==> src/rtl/vga_pkg.sv <==
// Package: vga_pkg
// Purpose: Shared constants for the VGA raster generator.
//   - 800x600@72Hz timing (50 MHz pixel clock) and the derived line/frame totals
//   - 3-3-2 RGB colour constants, packed {R[2:0],G[2:0],B[1:0]}
//   - counter width and a small window-compare helper used for sync decoding
package vga_pkg;

   localparam int CNT_W = 11;

   localparam int VGA_H_VIS  = 800;
   localparam int VGA_H_FP   = 56;
   localparam int VGA_H_SYNC = 120;
   localparam int VGA_H_BP   = 64;
   localparam int VGA_H_TOTAL = VGA_H_VIS + VGA_H_FP + VGA_H_SYNC + VGA_H_BP;

   localparam int VGA_V_VIS  = 600;
   localparam int VGA_V_FP   = 37;
   localparam int VGA_V_SYNC = 6;
   localparam int VGA_V_BP   = 23;
   localparam int VGA_V_TOTAL = VGA_V_VIS + VGA_V_FP + VGA_V_SYNC + VGA_V_BP;

   localparam logic [7:0] BLACK  = 8'h00;
   localparam logic [7:0] RED    = 8'hE0;
   localparam logic [7:0] YELLOW = 8'hFC;
   localparam logic [7:0] BLUE   = 8'h03;
   localparam logic [7:0] WHITE  = 8'hFF;

   // Half-open window test: lo <= v < hi
   function automatic logic in_window(input logic [CNT_W-1:0] v,
                                      input logic [CNT_W-1:0] lo,
                                      input logic [CNT_W-1:0] hi);
      return (v >= lo) && (v < hi);
   endfunction

endpackage

==> src/rtl/vga_sync_delay.sv <==
// Module: vga_sync_delay
// Purpose: PIPE-deep shift register for {video_on, hs_raw, vs_raw}, advancing only
//   on pixel ticks, so blanking and sync line up with the renderer's latency.
//   PIPE = 0 is a straight wire. Reset fills every stage with "blank, sync inactive".
// Ports:
//   clk   in   system clock
//   reset in   synchronous, active-high
//   tick  in   pixel tick enable
//   din   in   3  {video_on, hs_raw, vs_raw} for the current counter position
//   dout  out  3  the same bits delayed by PIPE ticks
module vga_sync_delay #(
   parameter int PIPE = 1
) (
   input  logic       clk,
   input  logic       reset,
   input  logic       tick,
   input  logic [2:0] din,
   output logic [2:0] dout
);

   generate
      if (PIPE == 0) begin : g_bypass
         logic unused_ctrl;
         assign unused_ctrl = ^{clk, reset, tick};
         assign dout = din;
      end else begin : g_pipe
         logic [2:0] stage_q [PIPE];
         logic [2:0] stage_d [PIPE];

         always_comb begin
            for (int i = 0; i < PIPE; i++) begin
               stage_d[i] = stage_q[i];
            end
            if (tick) begin
               stage_d[0] = din;
               for (int i = 1; i < PIPE; i++) begin
                  stage_d[i] = stage_q[i-1];
               end
            end
         end

         always_ff @(posedge clk) begin
            if (reset) begin
               for (int i = 0; i < PIPE; i++) begin
                  stage_q[i] <= 3'b000;
               end
            end else begin
               for (int i = 0; i < PIPE; i++) begin
                  stage_q[i] <= stage_d[i];
               end
            end
         end

         assign dout = stage_q[PIPE-1];
      end
   endgenerate

endmodule

==> src/rtl/vga_timing_gen.sv <==
// Module: vga_timing_gen
// Purpose: 800x600@72Hz VGA raster timing. Drives pixel_x/pixel_y to the renderer,
//   takes its registered 3-3-2 RGB back, delays blank/sync by the renderer latency
//   and registers the board-level RGB and sync outputs.
// Ports:
//   clk, reset         system clock, synchronous active-high reset
//   pixel_x, pixel_y   11-bit column / line counters
//   pix_tick           one-clk strobe; counters advance on this cycle
//   video_on           undelayed visible-area flag
//   frame_start        high in the clk whose edge loads counters with (0,0)
//   rgb_in             {R[2:0],G[2:0],B[1:0]} from renderer, sampled on pix_tick
//   vga_r/g/b          registered, blanked RGB
//   hsync, vsync       registered syncs, polarity per SYNC_POL
module vga_timing_gen
   import vga_pkg::*;
#(
   parameter int CLK_DIV  = 2,
   parameter int H_VIS    = VGA_H_VIS,
   parameter int H_FP     = VGA_H_FP,
   parameter int H_SYNC   = VGA_H_SYNC,
   parameter int H_BP     = VGA_H_BP,
   parameter int V_VIS    = VGA_V_VIS,
   parameter int V_FP     = VGA_V_FP,
   parameter int V_SYNC   = VGA_V_SYNC,
   parameter int V_BP     = VGA_V_BP,
   parameter int SYNC_POL = 1,
   parameter int PIPE     = 1
) (
   input  logic             clk,
   input  logic             reset,
   output logic [CNT_W-1:0] pixel_x,
   output logic [CNT_W-1:0] pixel_y,
   output logic             pix_tick,
   output logic             video_on,
   output logic             frame_start,
   input  logic [7:0]       rgb_in,
   output logic [2:0]       vga_r,
   output logic [2:0]       vga_g,
   output logic [1:0]       vga_b,
   output logic             hsync,
   output logic             vsync
);

   localparam int H_TOTAL = H_VIS + H_FP + H_SYNC + H_BP;
   localparam int V_TOTAL = V_VIS + V_FP + V_SYNC + V_BP;

   generate
      if (H_TOTAL > 2047 || V_TOTAL > 2047) begin : g_bad_totals
         $error("vga_timing_gen: H_TOTAL/V_TOTAL must fit in 11 bits");
      end
      if (CLK_DIV < 1 || CLK_DIV > 16) begin : g_bad_div
         $error("vga_timing_gen: CLK_DIV must be 1..16");
      end
      if (PIPE < 0 || PIPE > 4) begin : g_bad_pipe
         $error("vga_timing_gen: PIPE must be 0..4");
      end
   endgenerate

   localparam int               DIV_W    = (CLK_DIV > 1) ? $clog2(CLK_DIV) : 1;
   localparam logic [DIV_W-1:0] DIV_LAST = DIV_W'(CLK_DIV - 1);
   localparam logic [CNT_W-1:0] H_LAST   = CNT_W'(H_TOTAL - 1);
   localparam logic [CNT_W-1:0] V_LAST   = CNT_W'(V_TOTAL - 1);
   localparam logic [CNT_W-1:0] H_VIS_C  = CNT_W'(H_VIS);
   localparam logic [CNT_W-1:0] V_VIS_C  = CNT_W'(V_VIS);
   localparam logic [CNT_W-1:0] HS_START = CNT_W'(H_VIS + H_FP);
   localparam logic [CNT_W-1:0] HS_END   = CNT_W'(H_VIS + H_FP + H_SYNC);
   localparam logic [CNT_W-1:0] VS_START = CNT_W'(V_VIS + V_FP);
   localparam logic [CNT_W-1:0] VS_END   = CNT_W'(V_VIS + V_FP + V_SYNC);
   localparam logic             POL      = (SYNC_POL != 0);

   logic [DIV_W-1:0] div_q, div_d;
   logic [CNT_W-1:0] hcount_q, hcount_d;
   logic [CNT_W-1:0] vcount_q, vcount_d;
   logic [7:0]       rgb_q, rgb_d;
   logic             hsync_q, hsync_d;
   logic             vsync_q, vsync_d;

   logic             tick;
   logic             hs_raw, vs_raw;
   logic [2:0]       dly_out;

   // Gated by reset so no strobe (and hence no frame_start) leaks out while held
   assign tick = !reset && (div_q == DIV_LAST);

   assign hs_raw   = in_window(hcount_q, HS_START, HS_END);
   assign vs_raw   = in_window(vcount_q, VS_START, VS_END);
   assign video_on = (hcount_q < H_VIS_C) && (vcount_q < V_VIS_C);

   always_comb begin
      div_d    = div_q;
      hcount_d = hcount_q;
      vcount_d = vcount_q;
      if (tick) begin
         div_d = '0;
         if (hcount_q == H_LAST) begin
            hcount_d = '0;
            vcount_d = (vcount_q == V_LAST) ? '0 : vcount_q + CNT_W'(1);
         end else begin
            hcount_d = hcount_q + CNT_W'(1);
         end
      end else begin
         div_d = div_q + DIV_W'(1);
      end
   end

   // ---- renderer-latency delay of {video_on, hs_raw, vs_raw} ----
   vga_sync_delay #(
      .PIPE (PIPE)
   ) u_sync_delay (
      .clk   (clk),
      .reset (reset),
      .tick  (tick),
      .din   ({video_on, hs_raw, vs_raw}),
      .dout  (dly_out)
   );

   // ---- output register stage: one more tick after the delay line ----
   always_comb begin
      rgb_d   = rgb_q;
      hsync_d = hsync_q;
      vsync_d = vsync_q;
      if (tick) begin
         rgb_d   = dly_out[2] ? rgb_in : BLACK;
         hsync_d = ~(dly_out[1] ^ POL);
         vsync_d = ~(dly_out[0] ^ POL);
      end
   end

   always_ff @(posedge clk) begin
      if (reset) begin
         div_q    <= '0;
         hcount_q <= '0;
         vcount_q <= '0;
         rgb_q    <= BLACK;
         hsync_q  <= ~POL;
         vsync_q  <= ~POL;
      end else begin
         div_q    <= div_d;
         hcount_q <= hcount_d;
         vcount_q <= vcount_d;
         rgb_q    <= rgb_d;
         hsync_q  <= hsync_d;
         vsync_q  <= vsync_d;
      end
   end

   assign pix_tick    = tick;
   assign frame_start = tick && (hcount_q == H_LAST) && (vcount_q == V_LAST);
   assign pixel_x     = hcount_q;
   assign pixel_y     = vcount_q;
   assign vga_r       = rgb_q[7:5];
   assign vga_g       = rgb_q[4:2];
   assign vga_b       = rgb_q[1:0];
   assign hsync       = hsync_q;
   assign vsync       = vsync_q;

endmodule

==> config.mk <==
export PLATFORM = sky130hd
export DESIGN_NAME = vga_timing_gen
export DESIGN_NICKNAME = d
export VERILOG_FILES = /design/src/rtl/vga_pkg.sv /design/src/rtl/vga_sync_delay.sv /design/src/rtl/vga_timing_gen.sv
export SDC_FILE = /design/constraint.sdc
export NUM_CORES = 1
export LEC_CHECK = 0
export BUFFER_PORTS_ARGS = -buffer_cell sky130_fd_sc_hd__buf_4
export CAP_MARGIN = 40
export CORE_MARGIN = 4
export CORE_UTILIZATION = 45
export DETAILED_ROUTE_END_ITERATION = 12
export PLACE_DENSITY = 0.77
export RECOVER_POWER = 25
export SETUP_SLACK_MARGIN = 0.2
export SYNTH_ARGS = -nofsm -noshare
export SYNTH_HDL_FRONTEND = slang
export SYNTH_HIERARCHICAL = 1
export SYNTH_SLANG_ARGS = --single-unit
==> constraint.sdc <==
create_clock -name clk -period 1.75 [get_ports clk]
set_clock_uncertainty 0.1 [all_clocks]
set_input_delay 0.35 -clock clk [delete_from_list [all_inputs] [get_ports clk]]
set_output_delay 0.35 -clock clk [all_outputs]
set_load 0.01 [all_outputs]
==> flow_summary.ini, run 1 <==
[final_layout]
diodes = 0
finalInstanceArea_um2 = 2725
final_common_cell = buf_4
fin_nets = 299
area_delta_synth_final_pct = 60.62
num-fill-cells = 263
layout-drive-gt1-share_pct = 45.80
mostFrequentLayoutCells = 66 x buf_4, 29 x dfxtp_1, 15 x nand2_1, 15 x nand3_1, 14 x a21oi_1
utilization_pct = 74.44

[min_path]
hold_class = input pin to register
min_path_cells = 3
hold_path_end = rgb_q[7]$_SDFFE_PP0N_
min_from = rgb_in[7]

[clock_network]
insertion_delay_ns = 0.28
cts_made_buffers = 5
htreeDepth = 2
cts_hold_repair.buffers = 0
path_clk_slew_ns = 0.07
cts_num_sinks = 36
cts_tree = done
clockRootBuffer = clkbuf_8
clock_path_buffers = 2

[yosys]
yosysTopAreaCell = dfxtp_1
avgSynthCellArea_um2 = 8.612
synthArstFlopShare_pct = 0
synth_ff_type = dfxtp_1
synth_fp_nets = 211
synth_top_cells_by_area = dfxtp_1 42%, a21oi_1 5.6%, nand3_1 4.7%, nor2_1 4.0%, xnor2_1 3.6%
synth_cells = 197
ys_types = 40
yosys_register_bits = 36
syn-cell-area_um2 = 1697
synth_edf_count = 0
synth_warnings = 6
synth_top_area_share_pct = 42.48
ys_seq_area_share_pct = 42.48

[routing]
vias = 1909
wirelength_met1_um = 2116
dr_wl_met3_um = 452
routed.top_layer = met4
wl_um = 5516
wl_per_cell_um = 16.51
ant_nets = 0
first_iter_violations = 249
drc_errors = 0
via_per_inst = 5.716
dr.pass1.iters = 4
dr_wl_met2_um = 2697

[timing]
timing.final.crit_share_pct = 117.2
rsz0062_at_grt = yes
hold_violations = 0
clock.fmax_mhz = 487.5
slew-limit-headroom_pct = 56.50
drv_slew = 0
setup_slack_ns = -0.3011
post-route-min-period_ns = 2.051
tightest_slew_ns = 0.6525
setup_viol = 29

[critical_path]
required_ns = 1.30
reg2reg_slack_ns = -0.21
crit_path_start_kind = register
timing.rr.start = div_q$_SDFF_PP0_
cp_max_fo = 2
arrival_ns = 1.60
critPathKind = register to primary output
reg2reg_to = rgb_q[3]$_SDFFE_PP0N_
r2r_cells = 5
end_kind = primary output

[grt]
grtUsageTotal_pct = 19.72
grt_first_pass_wirelength_um = 7845
grt_overflow_total = 0
antenna_found_initial = 0
grt_pass1_vias = 1747
grt_max_degree = 15

[placement]
place.gp.congestion = 0.8421
post-place-ws_ns = -0.008589
io_buffer_count = 44
place_hpwl_um = 3265
dpl-instance-area_um2 = 2337

[floorplan]
num_rows = 22
die-height_um = 69.40
die_x_um = 69.40
ioPinCount = 45
dieArea_um2 = 4816
start_util_pct = 46.34
core-area_um2 = 3661

[power_and_ir_drop]
p_int_uw = 1292
irDropWorstVdd_uv = 676.7
seq_power_share_pct = 50.5
p_per_area_nw_per_um2 = 605.2
p_switching_uw = 357.0
pwr-share-comb_pct = 7.1
sw_frac_of_total_pct = 21.65
power.leakage_uw = 0.001064
p_clk_share_pct = 42.4

[run]
maxCapViolations = 0

[status]
status = complete, but fails checks
violations = setup timing
flip-flops by register name, summed over array words and instances (netlist names):
signal,flops
rgb_q,8
div_q,1
vsync,1
pixel_x,11
u_sync_delay/g_pipe.stage_q,3
pixel_y,11
hsync,1
power by group through the flow:
stage | registers [µW] | logic, µW | clock network, µW
floorplan | 855 | 48.4 | 0
detailed placement | 854 | 104 | 0
global placement | 854 | 103 | 0
global route | 834 | 127 | 743
CTS | 834 | 110 | 718
finish | 833 | 117 | 699
Yosys cell counts (2+ instances only):
cell type and count:
nand3b_1 3, inv_1 6, o21ai_0 7, nand2_1 16
nand4_1 7, o31ai_1 4, nor4_1 3, mux2i_1 6
xnor2_1 7, a21oi_1 19, nand2b_1 2, clkbuf_1 4
dfxtp_1 36, xor2_1 3, nor2_1 18, or3_1 6
ha_1 4, nor3b_1 2, nand3_1 16, nor3_1 8
cell type report:
| class | count | area, µm² | share of cell area (%) |
|---|---|---|---|
| timing repair buffer | 88 | 653.1 | 23.97 |
| sequential | 36 | 739.5 | 27.14 |
| clock inverter | 3 | 37.54 | 1.377 |
| inverter | 7 | 28.78 | 1.056 |
| multi-input combinational | 147 | 1137 | 41.74 |
| tap | 48 | 60.06 | 2.204 |
| clock buffer | 5 | 68.82 | 2.525 |
repair_timing:
| action | in CTS | in global routing |
|---|---|---|
| resized for setup | 20 | 34 |
| pin swaps | 9 | 22 |
| setup buffers | 11 | 5 |
| gates cloned | 0 | 0 |
| endpoints found under the setup margin | 23 | 25 |
kinds of logic (layout without fill, tap and decap cells):
family / after synthesis / count (layout) / synth area share [%]
AO/OA/AOI/OAI: 36 / 36 / 12.61
flip-flops: 36 / 36 / 42.48
XOR/XNOR: 10 / 10 / 5.163
multiplexers: 6 / 6 / 3.540
adder cells (fa/ha/maj): 4 / 4 / 2.950
AND/OR/NAND/NOR: 91 / 91 / 30.02
buffers and inverters: 14 / 103 / 3.243
metrics by stage:
| step | total power (µW) | hold slack (ns) | std cells | TNS [ns] |
|---|---|---|---|---|
| 2_1_floorplan | 903.6 | 0.3224 | 197 | 0 |
| 3_3_place_gp | 956.9 | 0.3399 | 310 | 0 |
| 3_5_place_dp | 957.9 | 0.3476 | 310 | -0.008589 |
| 4_1_cts | 1661 | 0.2377 | 329 | -0.4581 |
| 5_1_grt | 1704 | 0.2507 | 334 | -6.215 |
| 6_report | 1649 | 0.2449 | 334 | -3.180 |
worst max-delay path: stages, from the launching register on:
cell and delay [ns]:
dfxtp_2 0.32, a21o_2 0.20, a211o_1 0.29, a2111oi_4 0.33
buf_4 0.18
routing by layer:
metal | up-vias | global-route usage, %
met4 | 0 | 8.026
met5 | - | 0
met3 | 26 | 5.797
li1 | 883 | -
met1 | 904 | 22.65
met2 | 96 | 34.00
how the worst max path moves through the flow:
stage / end / slack [ns] / start
final: video_on / -0.30 / pixel_y[4]$_SDFFE_PP0P_
after global routing: video_on / -0.36 / pixel_y[4]$_SDFFE_PP0P_
after CTS: video_on / -0.32 / pixel_y[4]$_SDFFE_PP0P_
after detailed placement: video_on / -0.009 / pixel_y[4]$_SDFFE_PP0P_
after global placement: video_on / 0.03 / pixel_y[4]$_SDFFE_PP0P_
after floorplan: video_on / 0.11 / pixel_y[4]$_SDFFE_PP0P_
(Power assumes the default switching activity.)
==> inputs of run 2 (changes only) <==
CORE_UTILIZATION = 47   (was 45)
PLACE_DENSITY = 0.79   (was 0.77)
==> run 2 against run 1 <==
  * Fmax down 4.9%
  * Largest power group unchanged
  * First-iteration DRC count is 22% higher
  * Final cell count down 1.5%
  * Critical endpoint unchanged
  * The flow still finishes with violations (setup timing)
  * Clock-buffer cell count is 3 higher
  * Power is 13% lower
  * Global-route usage increased by 2.6 points
  * Critical path type unchanged
==> flow_summary.ini, run 2 (synthesis results as in run 1) <==
[status]
status = complete, but fails checks
violations = setup timing

[floorplan]
ioPinCount = 45
die_x_um = 68.08
dieArea_um2 = 4635
num_rows = 21
core-area_um2 = 3416
start_util_pct = 49.67
die-height_um = 68.08

[critical_path]
end_kind = primary output
cp_max_fo = 2
cp_slowest_stage_delay_ns = 0.34
arrival_ns = 1.71
crit_path_top_delay_cell = dfxtp_2
cp_cell_sequence = a21o_2, a211o_1, a2111oi_4, buf_4
required_ns = 1.30
critPathKind = register to primary output
crit_path_start_kind = register

[clock_network]
path_clk_slew_ns = 0.11
clockRootBuffer = clkbuf_4
clock_path_buffers = 2
cts_tree = done
insertion_delay_ns = 0.36
cts_num_sinks = 36
cts_made_buffers = 5
htreeDepth = 2
cts_hold_repair.buffers = 0

[timing]
timing.setup.tns_ns = -4.026
clock.fmax_mhz = 463.8
timing.final.crit_share_pct = 123.2
setup_slack_ns = -0.4061
rsz0062_at_grt = yes
setup_viol = 31
tightest_slew_ns = 0.6410
hold_violations = 0
slew-limit-headroom_pct = 57.26
post-route-min-period_ns = 2.156
drv_slew = 0

[grt]
grt_overflow_total = 0
grt_max_degree = 15
antenna_found_initial = 0
grt_pass1_vias = 1674
grtUsageTotal_pct = 22.36
grt_first_pass_wirelength_um = 7672

[final_layout]
diodes = 0
final_common_cell = buf_4
area_delta_synth_final_pct = 55.01
utilization_pct = 77.00
fin_nets = 296
finalInstanceArea_um2 = 2630
layout-drive-gt1-share_pct = 45.94
mostFrequentLayoutCells = 67 x buf_4, 23 x dfxtp_1, 15 x nand2_1, 15 x a21oi_1, 15 x nand3_1

[routing]
first_iter_violations = 305
wl_um = 5750
drc_errors = 0
ant_nets = 0
dr.pass1.iters = 6
wl_per_cell_um = 17.48
via_per_inst = 5.842
vias = 1922

[min_path]
hold_class = input pin to register

[placement]
place.gp.congestion = 0.8381
dpl-instance-area_um2 = 2312
place_hpwl_um = 3195
io_buffer_count = 44

[power_and_ir_drop]
irDropWorstVdd_uv = 534.7
p_per_area_nw_per_um2 = 546.3
power.leakage_uw = 0.001021

[run]
maxCapViolations = 0
[run 2: cell count changes in the layout (fill, tap and decap cells not counted), moves of 2 or more]
cell / delta
nor2_2: -3
clkinv_1: -2
or3_4: -2
dfxtp_1: -6
clkbuf_8: -4
dfxtp_2: +6
buf_6: -3
clkbuf_4: +5
or3_1: +2
nor2_1: +2
[run 2: path summary, 6_finish.rpt]
kind / startpoint / slack [ns] / end / cells past startpoint
max: pixel_y[4]$_SDFFE_PP0P_ / -0.41 / video_on / 4
min: reset / 0.14 / u_sync_delay/g_pipe.stage_q[0][2]$_SDFFE_PP0P_ / 2
max reg2reg: div_q$_SDFF_PP0_ / -0.21 / rgb_q[7]$_SDFFE_PP0N_ / 5
min reg2reg: rgb_q[0]$_SDFFE_PP0N_ / 0.35 / rgb_q[0]$_SDFFE_PP0N_ / 2
[run 2: power breakdown]
| group | switching, µW | leakage [µW] | internal [µW] | total, µW |
|---|---|---|---|---|
| Sequential | 9.37 | 0.000299 | 824 | 834 |
| Clock | 290 | 0.0000326 | 198 | 488 |
| Combinational | 63.2 | 0.000689 | 52.4 | 116 |
| Total | 362 | 0.00102 | 1070 | 1440 |
[run 2: per-layer routing]
layer | GRT usage [%] | routed length (µm) | vias up
li1 | - | - | 875
met1 | 26.79 | 2323 | 880
met2 | 35.50 | 2673 | 136
met3 | 7.882 | 553 | 31
met4 | 10.67 | 200 | 0
met5 | 0 | 0 | -
[run 2: cell type report]
| cell class | instances | area, µm² |
|---|---|---|
| clock buffers | 8 | 58.81 |
| fillers | 232 | 785.8 |
| inverters | 7 | 28.78 |
| multi-input cells | 147 | 1114 |
| flip-flops and latches | 36 | 747.0 |
| well taps | 46 | 57.56 |
| repair buffers | 85 | 624.3 |
[run 2: worst max-delay path: cells and delay by family (launching register included)]
| kind | cells | cell delay, ns |
|---|---|---|
| compound gates | 3 | 0.82 |
| buf+inv | 1 | 0.18 |
| flops | 1 | 0.34 |
[run 2: through the flow]
stage                     hold slack (ns)  instances  worst slack, ns  total power, µW
after global placement             0.3385        305          0.03275            953.6
final                              0.1417        329          -0.4061             1437
after global routing               0.1322        329          -0.4595             1485
after CTS                          0.1026        324          -0.4022             1434
after floorplan                    0.3224        197           0.1135            903.6
after detailed placement           0.3441        305        -0.004745            955.4
[run 2: repair_timing]
action,4_1_cts,5_1_grt
setup buffers,11,5
setup endpoints to repair,23,28
hold endpoints to repair,0,0
pin swaps,8,19
resized for setup,20,33
gates cloned,0,0
==> inputs of run 3 (changes only) <==
CORE_UTILIZATION = 49   (was 47)
CTS_BUF_LIST = sky130_fd_sc_hd__clkbuf_4 sky130_fd_sc_hd__clkbuf_8   (was not set)
PLACE_DENSITY = 0.82   (was 0.79)
==> run 3 against run 2 <==
  * The flow still finishes with violations (setup timing)
  * Sequential share of layout area decreased by 0.42 points
  * Routed wire length grew 2.9%
  * Die area is 3.6% lower
  * Power grew 0.42%
  * First-iteration DRC count increased by 7.5%
  * Sequential power hardly changed
  * Clock power rose by 3%
  * Clock-buffer cell count is the same
  * Global-route usage up 2.5 points
  * Fmax is 2.0% higher
  * Combinational power shrank 8%
  * Setup slack gained 0.043 ns
==> flow_summary.ini, run 3 (synthesis results as in run 1) <==
[clock_network]
cts_tree = done
cts_hold_repair.buffers = 0
htreeDepth = 2
cts_made_buffers = 5
cts_num_sinks = 36
insertion_delay_ns = 0.34
clock_path_buffers = 2
path_clk_slew_ns = 0.11
clockRootBuffer = clkbuf_4

[grt]
grt_first_pass_wirelength_um = 8397
antenna_found_initial = 0
grt_pass1_vias = 1783
grt_overflow_total = 0
grtUsageTotal_pct = 24.83
grt_max_degree = 15

[final_layout]
final_common_cell = buf_4
finalNonFillerCells = 328
mostFrequentLayoutCells = 63 x buf_4, 26 x dfxtp_1, 15 x nand2_1, 15 x a21oi_1, 14 x nand3_1
finalInstanceArea_um2 = 2656
fin_nets = 295
area_delta_synth_final_pct = 56.56
utilization_pct = 79.60
diodes = 0
layout-drive-gt1-share_pct = 46.81

[floorplan]
ioPinCount = 45
die-height_um = 66.85
num_rows = 21
die_x_um = 66.85
start_util_pct = 50.84
dieArea_um2 = 4468
core-area_um2 = 3337

[critical_path]
cp_max_fo = 2
crit_path_start_kind = register
arrival_ns = 1.66
crit_path_top_delay_cell = dfxtp_2
end_kind = primary output
crit_buf_inv = 1
required_ns = 1.30
cp_cell_sequence = a21o_2, a211o_1, a2111oi_4, buf_4
crit_family = compound AO/OA/AOI/OAI gates
critPathKind = register to primary output
cp_slowest_stage_delay_ns = 0.33

[timing]
timing.final.crit_share_pct = 120.8
timing.setup.tns_ns = -2.853
clock.fmax_mhz = 473.2
setup_slack_ns = -0.3635
rsz0062_at_grt = yes
post-route-min-period_ns = 2.113
setup_viol = 23
hold_violations = 0
slew-limit-headroom_pct = 55.28
drv_slew = 0
tightest_slew_ns = 0.6708

[routing]
wl_um = 5919
ant_nets = 0
via_per_inst = 5.994
dr.pass1.iters = 5
wl_per_cell_um = 18.05
drc_errors = 0
vias = 1966
first_iter_violations = 328

[placement]
dpl-instance-area_um2 = 2312
place_inst = 305
post-place-ws_ns = 0.02241
place.gp.congestion = 0.8046
place_hpwl_um = 3150
io_buffer_count = 44

[status]
violations = setup timing
status = complete, but fails checks

[power_and_ir_drop]
power.leakage_uw = 0.001025
p_per_area_nw_per_um2 = 543.2
irDropWorstVdd_uv = 444.1

[min_path]
hold_class = input pin to register

[run]
maxCapViolations = 0
==> run 3: metal layers <==
metal,up-vias,part of all wire (%),track usage (%)
li1,879,-,-
met3,44,9.3,8.432
met4,0,4.9,13.71
met1,905,40,29.56
met2,138,46,38.86
met5,-,0,0
==> run 3: worst paths after layout <==
| kind | from | endpoint | slack [ns] | cells after the start |
|---|---|---|---|---|
| min reg2reg | rgb_q[5]$_SDFFE_PP0N_ | rgb_q[5]$_SDFFE_PP0N_ | 0.35 | 2 |
| min | rgb_in[2] | rgb_q[2]$_SDFFE_PP0N_ | 0.18 | 3 |
| max reg2reg | div_q$_SDFF_PP0_ | pixel_x[0]$_SDFFE_PP0N_ | -0.18 | 4 |
| max | pixel_y[4]$_SDFFE_PP0P_ | video_on | -0.36 | 4 |
==> run 3: worst min-delay path, stage by stage <==
cell,delay [ns]
buf_4,0.11
nand3_1,0.07
a21oi_1,0.06
==> run 3: per-stage QoR <==
step                power, µW  hold WS (ns)
finish                   1443        0.1788
global route             1495        0.1707
CTS                      1437        0.1811
detailed placement      955.2        0.3438
global placement        953.1        0.3381
floorplan               903.6        0.3224
==> run 3: report_power, final <==
group	internal, µW	switching (µW)	total (µW)	leakage, µW
clock	229	272	501	0.0000394
sequential	824	10.9	835	0.000297
combinational	47.9	58.7	107	0.000689
==> run 3: what timing repair did <==
action,CTS,global route
resized for setup,23,32
setup buffers,12,3
setup endpoints to repair,23,29
pin swaps,12,20
==> run 3: area by class of cell <==
cell class | instances | area [µm²]
clock buffer | 8 | 66.31
fill | 196 | 680.7
inverter | 7 | 28.78
multi-input combinational | 147 | 1134
sequential | 36 | 743.2
tap | 46 | 57.56
timing repair buffer | 84 | 626.9
